<file path="src/rtl/oam_dma.sv">
// Sprite DMA: on a CPU write to TRIGGER_ADDR, halt the CPU and copy page $XX00-$XXFF
// into PPU OAM through 256 OAMDATA writes. Reads happen on get cycles and writes on put cycles.
//
// state | meaning
// IDLE  | waiting for a CPU write to TRIGGER_ADDR
// HALT  | CPU halted, bus owned, no strobes
// ALIGN | one idle cycle so that the first READ lands on a get cycle
// READ  | read {page, idx} into the byte buffer
// WRITE | write the buffered byte to OAMDATA, then advance idx or finish
module oam_dma #(
  parameter logic [15:0] TRIGGER_ADDR = 16'h4014,
  parameter logic [2:0]  OAMDATA_REG  = 3'd4
) (
  input  logic        CLK,
  input  logic        RESET,
  input  logic [15:0] cpu_addr,
  input  logic [7:0]  cpu_wdata,
  input  logic        cpu_w,
  output logic        dma_active,
  output logic [15:0] mem_addr,
  output logic        mem_r,
  input  logic [7:0]  mem_rdata,
  output logic [2:0]  ppu_addr,
  output logic        ppu_w,
  output logic [7:0]  ppu_wdata
);

  typedef enum logic [2:0] {
    S_IDLE,
    S_HALT,
    S_ALIGN,
    S_READ,
    S_WRITE
  } state_t;

  state_t     state_q, state_d;
  logic       parity_q, parity_d;
  logic [7:0] page_q, page_d;
  logic [7:0] idx_q, idx_d;
  logic [7:0] buf_q, buf_d;

  always_ff @(posedge CLK) begin
    if (RESET) begin
      state_q  <= S_IDLE;
      parity_q <= 1'b0;
      page_q   <= 8'h00;
      idx_q    <= 8'h00;
      buf_q    <= 8'h00;
    end else begin
      state_q  <= state_d;
      parity_q <= parity_d;
      page_q   <= page_d;
      idx_q    <= idx_d;
      buf_q    <= buf_d;
    end
  end

  always_comb begin
    state_d  = state_q;
    parity_d = ~parity_q;
    page_d   = page_q;
    idx_d    = idx_q;
    buf_d    = buf_q;
    case (state_q)
      S_IDLE: begin
        if (cpu_w && (cpu_addr == TRIGGER_ADDR)) begin
          page_d  = cpu_wdata;
          idx_d   = 8'h00;
          state_d = S_HALT;
        end
      end
      // parity_q==1 here means the following cycle is a get cycle
      S_HALT:  state_d = parity_q ? S_READ : S_ALIGN;
      S_ALIGN: state_d = S_READ;
      S_READ: begin
        buf_d   = mem_rdata;
        state_d = S_WRITE;
      end
      S_WRITE: begin
        if (idx_q == 8'hFF) begin
          state_d = S_IDLE;
        end else begin
          idx_d   = idx_q + 8'd1;
          state_d = S_READ;
        end
      end
      default: state_d = S_IDLE;
    endcase
  end

  // Outputs depend only on registered state, never on the cpu_* inputs
  always_comb begin
    dma_active = (state_q != S_IDLE);
    mem_r      = 1'b0;
    mem_addr   = 16'h0000;
    ppu_w      = 1'b0;
    ppu_addr   = 3'd0;
    ppu_wdata  = 8'h00;
    if (state_q == S_READ) begin
      mem_r    = 1'b1;
      mem_addr = {page_q, idx_q};
    end
    if (state_q == S_WRITE) begin
      ppu_w     = 1'b1;
      ppu_addr  = OAMDATA_REG;
      ppu_wdata = buf_q;
    end
  end

endmodule

</file>
<file path="config.mk">
export PLATFORM = sky130hd
export DESIGN_NAME = oam_dma
export DESIGN_NICKNAME = d
export VERILOG_FILES = /design/src/rtl/oam_dma.sv
export SDC_FILE = /design/constraint.sdc
export NUM_CORES = 1
export LEC_CHECK = 0
export CAP_MARGIN = 0
export CORE_AREA = 2 2 66 68
export CTS_BUF_LIST = sky130_fd_sc_hd__clkbuf_4 sky130_fd_sc_hd__clkbuf_8 sky130_fd_sc_hd__clkbuf_16
export DETAILED_ROUTE_END_ITERATION = 6
export DIE_AREA = 0 0 68 70
export PLACE_DENSITY_LB_ADDON = 0.12
export SLEW_MARGIN = 0
export SYNTH_ARGS = -nofsm -noshare
export SYNTH_HDL_FRONTEND = slang
export SYNTH_SLANG_ARGS = --single-unit
</file>
<file path="constraint.sdc">
create_clock -name CLK -period 2.4 [get_ports CLK]
set_clock_uncertainty 0.2 [all_clocks]
set_input_delay 0.6 -clock CLK [delete_from_list [all_inputs] [get_ports CLK]]
set_output_delay 0.6 -clock CLK [all_outputs]
set_load 0.01 [all_outputs]
</file>
# Word level (Yosys, flattened, before mapping)
# Index checks and enable logic that the tools add are counted.
# totals
ff_bits	28
elab_cells	33
# op_classes
add_sub_neg	1
eq_ne	8
n_mux	12
n_bitwise	1
n_reduce_logical	6
# ops
op	count
$mux W8	3
$eq A16 B15 Y1 const B	1
$mux W16	1
$pmux W8 S2	1
$pmux W3 S5	1
$add A8 B1 Y8 const B	1
$eq A8 B8 Y1 const B	1
$eq A3 B2 Y1 const B	2
$mux W3	2
$ne A2 B2 Y1 const B	2
$eq A3 B1 Y1 const B	1
$eq A3 B3 Y1 const B	1
$logic_not A3 Y1	1
$mux W1	3
$reduce_and A3 Y1	1
$reduce_bool A3 Y1	1
$mux W2	1
$reduce_and A2 Y1	1
$reduce_bool A2 Y1	1
$logic_and A1 B1 Y1	1
$not A1 Y1	1

# Depth between registers and ports, before layout
# Gate-level depths: netlist (run 1).
# depth
depth_word	4
ltp_mapped	6
ltp_nobuf	5

# Worst setup path after synthesis (run 1)
# No wires, ideal clock.
# synth_path
path_kind	input -> register
startpoint	input port cpu_addr[10]
endpoint	register idx_q[1]
arrival_time_ns	2.168
setup_slack_ns	-0.040
path_stages	5
n_path_buf	1
cell_sequence	or4_4 or4_4 buf_6 o21ai_4 mux2i_1
# synth_between
elab_chain_len	4
# synth_rtl
item	line_no	rtl
start, declared	16	input logic [15:0] cpu_addr,
$eq A16 B15 Y1	66	if (cpu_w && (cpu_addr == TRIGGER_ADDR)) begin
$logic_and A1 B1 Y1	66	
$ne A2 B2 Y1 (no source line)	n/a	
$reduce_and A3 Y1 (no source line)	n/a	
end signal, assigned	53	idx_q <= idx_d;
end, declared	39	logic [7:0] idx_q, idx_d;
# Every way passes these cells.
# A chain may end at the register's enable or synchronous reset.

# Worst setup path after layout (run 1)
# layout_path
startpoint	input port cpu_addr[5]
endpoint	register idx_q[1]
# The elaborated chain is that of the path after synthesis.

==> results.md, run 1 <==
* Setup Crit Path Kind: primary input to flop
* Mapped cell area at 1460 um2
* Hold Path Class: flop to flop
* CP Capture Type: flop
* Syn-to-layout area delta at 60.7%
* Vias at ~1600
* Multi-input gate area at approximately 850 um2
* Slew Limit Fails at 0
* Top FF cell, synth: dfxtp_1
* Cell-internal power at around 0.72 mW
* # setup viols final at 0
* Io pins at 65
* Largest net degree at the start of global routing at 20
* Max cap viols at 0
* FILL cells at approximately 410
* Deepest clock path buffer count at 2
* Initial antenna violation count at 0
* Vias/cell at about 5.1
* Final cycle utilization of the critical path at between 90% and 100%
* Cells after Synth at roughly 180
* Peak Freq at around 430 MHz
* Status: completed
* WP data arrival at between 2000 and 2500 ps
* RSZ-0062 raised after global routing: false
* Synth cell types at between 40 and 50
* CP required at about 2400 ps
* Final WL at 3870 um
* Design area at 2350 um2
* Routed Antenna Nets at 0
* P_leak at 1.05 nW
* Top-count cell post-synth: nand2_1
* Synth area leaders: dfxtp_1 38%, nand2_1 7.4%, and3_1 6.8%
* DR WL/cell at about 12 um
* GPL Wtd Cong at between 0.7 and 0.8
* Clk Latency, worst-skew pair at approximately 280 ps
* Power share of the clock group at a little under a third
* Final #Nets at ~300
* Commonest cells in the netlist: 29 x nand2_1, 28 x dfxtp_1, 19 x a21oi_1
* Initial Util at roughly a third
* Dpl cells at 302
* Pre-antenna DRT Iters at 4
* DIE HEIGHT at roughly 70 um
* #FFs+latches synth at 28
* Minimum clock period at about 2300 ps
* DP HPWL at ~2800 um
* Final hold violation count at 0
* Layout cells sized above 1 at roughly 17%
* CP startpoint kind: primary input
* Sequential power share at between 50% and 60%
* TritonCTS Buffers at 3
* Power share of the combinational group at a little under a fifth
* Largest family of logic cells by synthesized area: simple AND/OR/NAND/NOR gates
* Synth Area in XOR/XNOR at 0%
* CTS tree: done
* Sequential cell area at around 570 um2
* Die X at between 60 and 70 um
* PnR Total Power at just under 1 mW
* Number of global-route vias before repair at between 1500 and 2000
* Overall die area at 4760 um2
* # clock sinks at 28
* DRC viols at 0
* Compound-Gate Fraction of Synth Area at approximately a fifth
* Placed Area at around 2200 um2
* CTS root buf: clkbuf_8
* Mean area per synthesized cell at 8.09 um2
* Reg clk slew, reported paths at approximately 100 ps
* H-Tree Depth at 1
* NetSw at approximately 0.24 mW
* Final Non-Filler Cells at around 310
* Global Route Usage Sum at roughly 18%
* Sw Ratio at around a quarter
* N_diodes at 0
* Seq/Total Area, Yosys at around two fifths
* Port-buffer cells at 62
* Num rows at 24
* Post-Synth Simple-Gate Area at about 34%
* PnR worst setup slack at around 65 ps
* Fraction of synthesized area in multiplexers at roughly 1.5%
* Grt ovf at 0
* Global-route wire length before repair at 6600 um
* Hold path cells at 1
* Total number of yosys warnings at 0
* Adder-cell share of the synthesized area at less than 1%
* Yosys top cell area share at between 30% and 40%
* Pwr/cell area at just over 400 nW/um2
* Cell taking the most area after synthesis: dfxtp_1
* Worst slack at placement at -478 ps
* DR iter-0 viols at 63
* Peak VDD IR at 0.252 mV
* Core Area at ~4100 um2
* Reg2reg path depth at 6
* Maximum fanout along the worst path at 7
* EDFF count, synth at 0
* Ys async rst share at 0%
-- metrics by stage --
step | TNS (ps) | hold slack [ps] | utilization, %
6_report | 0 | 216 | 56.8
5_1_grt | 0 | 253 | 56.8
4_1_cts | 0 | 220 | 56.6
3_5_place_dp | -6590 | 206 | 54.0
3_3_place_gp | -6310 | 200 | 54.0
2_1_floorplan | -3.78 | 193 | -
-- final timing paths --
path	startpoint	endpoint	slack (ps)
setup / recovery	cpu_addr[5]	idx_q[1]	70
hold / removal	parity_q	parity_q	220
setup reg to reg	idx_q[0]	idx_q[6]	410
hold reg to reg	parity_q	parity_q	220
-- final cells by class --
class	instances	area share (%)
Tap cell	52	2.77
Timing Repair Buffer	89	34.1
Sequential cell	28	24.2
Clock buffer	4	2.34
Multi-Input combinational cell	135	36.0
Inverter	4	0.638
-- sequential cells by signal, indices dropped and copies added, names as in the netlist --
| name | cells |
|---|---|
| page_q | 8 |
| parity_q | 1 |
| state_q | 3 |
| buf_q | 8 |
| idx_q | 8 |
-- critical path: stages --
cell	delay, ps
dlygate4sd2_1	240
or4b_4	480
or4_4	580
o21ai_4	250
mux2i_1	200
-- timing repair --
item                                   CTS  global route
setup endpoints to repair               44            11
resized for setup                       53             6
endpoints found under the hold margin    0             0
setup buffers                            5             0
pin swaps                                6             3
gates cloned                             1             0
hold buffers                             0             0
-- kinds of logic (layout without fill, tap and decap cells) --
kind of cell,after synthesis,count (layout)
DFF,28,28
adders and majority gates,1,1
other,1,2
AOI/OAI and AO/OA,45,45
and+or+nand+nor,85,85
muxes,2,2
buffers and inverters,19,97
-- placed cells by master, fill, tap and decap left out, types with 5 or more instances in the layout --
cell type and count:
dlygate4sd2_1 36, nand2_1 29, dfxtp_1 25, clkdlybuf4s50_1 23
buf_4 23, a21oi_1 19, and3_1 16, nand4_1 9
and2_1 8, o21ai_0 6, o21ai_1 6, a311oi_1 5
-- layer usage --
| layer | routed length (um) | share of wire [%] | vias to the layer above | global-route usage [%] |
|---|---|---|---|---|
| met5 | 0 | 0 | - | 0 |
| met4 | 58 | 1.5 | 0 | 6.44 |
| met3 | 192 | 5.0 | 5 | 3.06 |
| met2 | 1800 | 47 | 52 | 27.6 |
| met1 | 1820 | 47 | 727 | 23.5 |
| li1 | - | - | 811 | - |
-- power groups by stage --
stage                     logic, mW  clock network (mW)  registers [mW]
after floorplan              0.0648                   0           0.487
after global placement        0.166                   0           0.490
after detailed placement      0.167                   0           0.491
after CTS                     0.179               0.304           0.482
after global routing          0.196               0.321           0.485
final                         0.182               0.302           0.483
(Power assumes the default switching activity.)
==> run 2, diff against run 1 <==
--- a/config.mk
+++ b/config.mk
@@ -10,6 +10,7 @@
 export CTS_BUF_LIST = sky130_fd_sc_hd__clkbuf_4 sky130_fd_sc_hd__clkbuf_8 sky130_fd_sc_hd__clkbuf_16
 export DETAILED_ROUTE_END_ITERATION = 6
 export DIE_AREA = 0 0 68 70
+export MAX_ROUTING_LAYER = met4
 export PLACE_DENSITY_LB_ADDON = 0.12
 export SLEW_MARGIN = 0
 export SYNTH_ARGS = -nofsm -noshare
==> results.md, run 2 (same netlist as run 1, synthesis figures left out) <==
* Status: completed
* Overall die area at 4760 um2 (unchanged)
* Hold buffer count at CTS at 0 (unchanged)
* P_leak at 1.04 nW (-0.37%)
* GPL Wtd Cong at 0.754 (+1.3%)
* Syn-to-layout area delta at 60.3%
* Pre-antenna DRT Iters at 4 (unchanged)
* Global-route wire length before repair at 6580 um (-0.21%)
* Initial antenna violation count at 0 (unchanged)
* Largest net degree at the start of global routing at 20 (unchanged)
* DR iter-0 viols at 72 (+14%)
* DP HPWL at 2770 um (unchanged)
* R2r setup slk at 400 ps (about the same)
* Critical path depth in cells at 4 (-1)
* Setup Crit Path Kind: flop to primary output
* TritonCTS Buffers at 3 (unchanged)
* Final WL at 3850 um (-0.49%)
* Final cycle utilization of the critical path at 97.7% (+0.43 points)
* Peak VDD IR at 0.250 mV (-0.46%)
* Deepest clock path buffer count at 2 (unchanged)
* Maximum fanout along the worst path at 4 (-3)
* Commonest cells after routing, fill and taps aside: 36 x dlygate4sd2_1, 29 x nand2_1, 25 x dfxtp_1
* Peak Freq at 426 MHz (-0.43%)
* Vias/cell at 5.14 (+0.56%)
* DIE HEIGHT at 70 um (unchanged)
* CP startpoint kind: flop
* Min-Delay Endpoint: parity_q
* Num rows at 24 (unchanged)
* Core Area at 4140 um2 (unchanged)
* Io pins at 65 (unchanged)
* H-Tree Depth at 1 (unchanged)
* Die X at 68 um (unchanged)
* Reg clk slew, reported paths at 100 ps (about the same)
* Number of global-route vias before repair at 1516 (+0.13%)
* Final #Nets at 297 (unchanged)
* Initial Util at 35.3% (unchanged)
* Worst Hold Slack at 216 ps (+0.433 ps)
* Commonest non-fill, non-tap cell in the layout: dlygate4sd2_1
* Port-buffer cells at 62 (unchanged)
* N_diodes at 0 (unchanged)
* CP peak stage delay at 490 ps (-90 ps)
* Grt ovf at 0 (unchanged)
* DRC viols at 0 (unchanged)
* CP required at 1600 ps (-820 ps)
* Regs by FF count: buf_q x8, idx_q x8, page_q x8
* Max cap viols at 0 (unchanged)
* CP Cell Sequence: buf_4, nor3_2, inv_1, clkdlybuf4s50_1
* # clock sinks at 28 (unchanged)
* Hold Path Class: flop to flop
* # setup viols final at 0 (unchanged)
* Minimum clock period at 2340 ps (+10.2 ps)
* Slew Limit Fails at 0 (unchanged)
* Worst R2R Start: idx_q[0]
* Vias at 1604 (+0.56%)
* CP max-delay cell: clkdlybuf4s50_1
* CP Buf/Inv Count at 3 (+2)
* CP top delay family: buffers and inverters
* Routed Antenna Nets at 0 (unchanged)
* Reg2reg path depth at 6 (unchanged)
* CP Capture Type: primary output
* RSZ-0062 raised after global routing: false
* WP data arrival at 1540 ps (-810 ps)
* CTS tree: done
* CTS root buf: clkbuf_8
* Pwr/cell area at 410 nW/um2 (-0.11%)
* Clk Latency, worst-skew pair at 280 ps (about the same)
* Hold Path Origin: parity_q
* Layout cells sized above 1 at 17.3% (unchanged)
* Global Route Usage Sum at 17.9% (+0.44 points)
* Final Util at 56.6% (-0.15 points)
* Worst r2r dst: idx_q[6]
* DR WL/cell at 12.3 um (-0.49%)
* Hold path cells at 1 (unchanged)
* Final hold violation count at 0 (unchanged)
* FILL cells at 407 (+0.25%)
-- run 2: cell types whose count changed in the layout (fill, tap and decap cells not counted) --
cell and change:
nor3_2 +1, nor3_4 -1
-- run 2: how the worst max path moves through the flow --
stage	slack (ps)	from	endpoint
6_report	60	state_q[1]	dma_active
5_1_grt	0.5	cpu_addr[7]	idx_q[1]
4_1_cts	1	cpu_addr[13]	idx_q[1]
3_5_place_dp	-480	cpu_addr[7]	idx_q[1]
3_3_place_gp	-450	cpu_addr[7]	idx_q[1]
2_1_floorplan	-4	cpu_addr[1]	idx_q[1]
-- run 2: final cells by class --
cell class	count	area [um2]	share of cell area, %
repair buffers	89	802	34.2
multi-input cells	135	840	35.8
inverters	4	15.0	0.640
well taps	52	65.1	2.77
clock buffers	4	55.1	2.35
flip-flops and latches	28	569	24.3
-- run 2: report_power, final --
part	total, mW	internal (mW)	leakage, nW	switching [mW]
Clock	0.302	0.147	0.0288	0.155
Sequential	0.482	0.472	0.228	0.0105
Combinational	0.178	0.100	0.785	0.0784
Total	0.963	0.719	1.04	0.244
-- run 2: per-stage QoR --
stage                     setup slack (ps)  instance area [um2]  total power [mW]  setup TNS (ps)  instances
after CTS                             1.04                 2340             0.965               0        312
after detailed placement              -478                 2240             0.658           -6590        302
after global routing                 0.521                 2350             0.997               0        312
after global placement                -454                 2240             0.656           -6310        302
final                                 55.1                 2350             0.963               0        312
after floorplan                      -3.78                 1470             0.552           -3.78        182
-- run 2: routing by layer --
metal / share of wire (%) / global-route usage (%)
met1: 48 / 23.8
met4: 1.5 / 6.44
met5: 0 / -
met2: 46 / 27.6
met3: 4.5 / 2.42
-- run 2: repair_timing --
action,4_1_cts,5_1_grt
endpoints found under the setup margin,44,10
gates resized for setup,53,5
buffers inserted,5,0
gates cloned,1,0
pin swaps,6,3
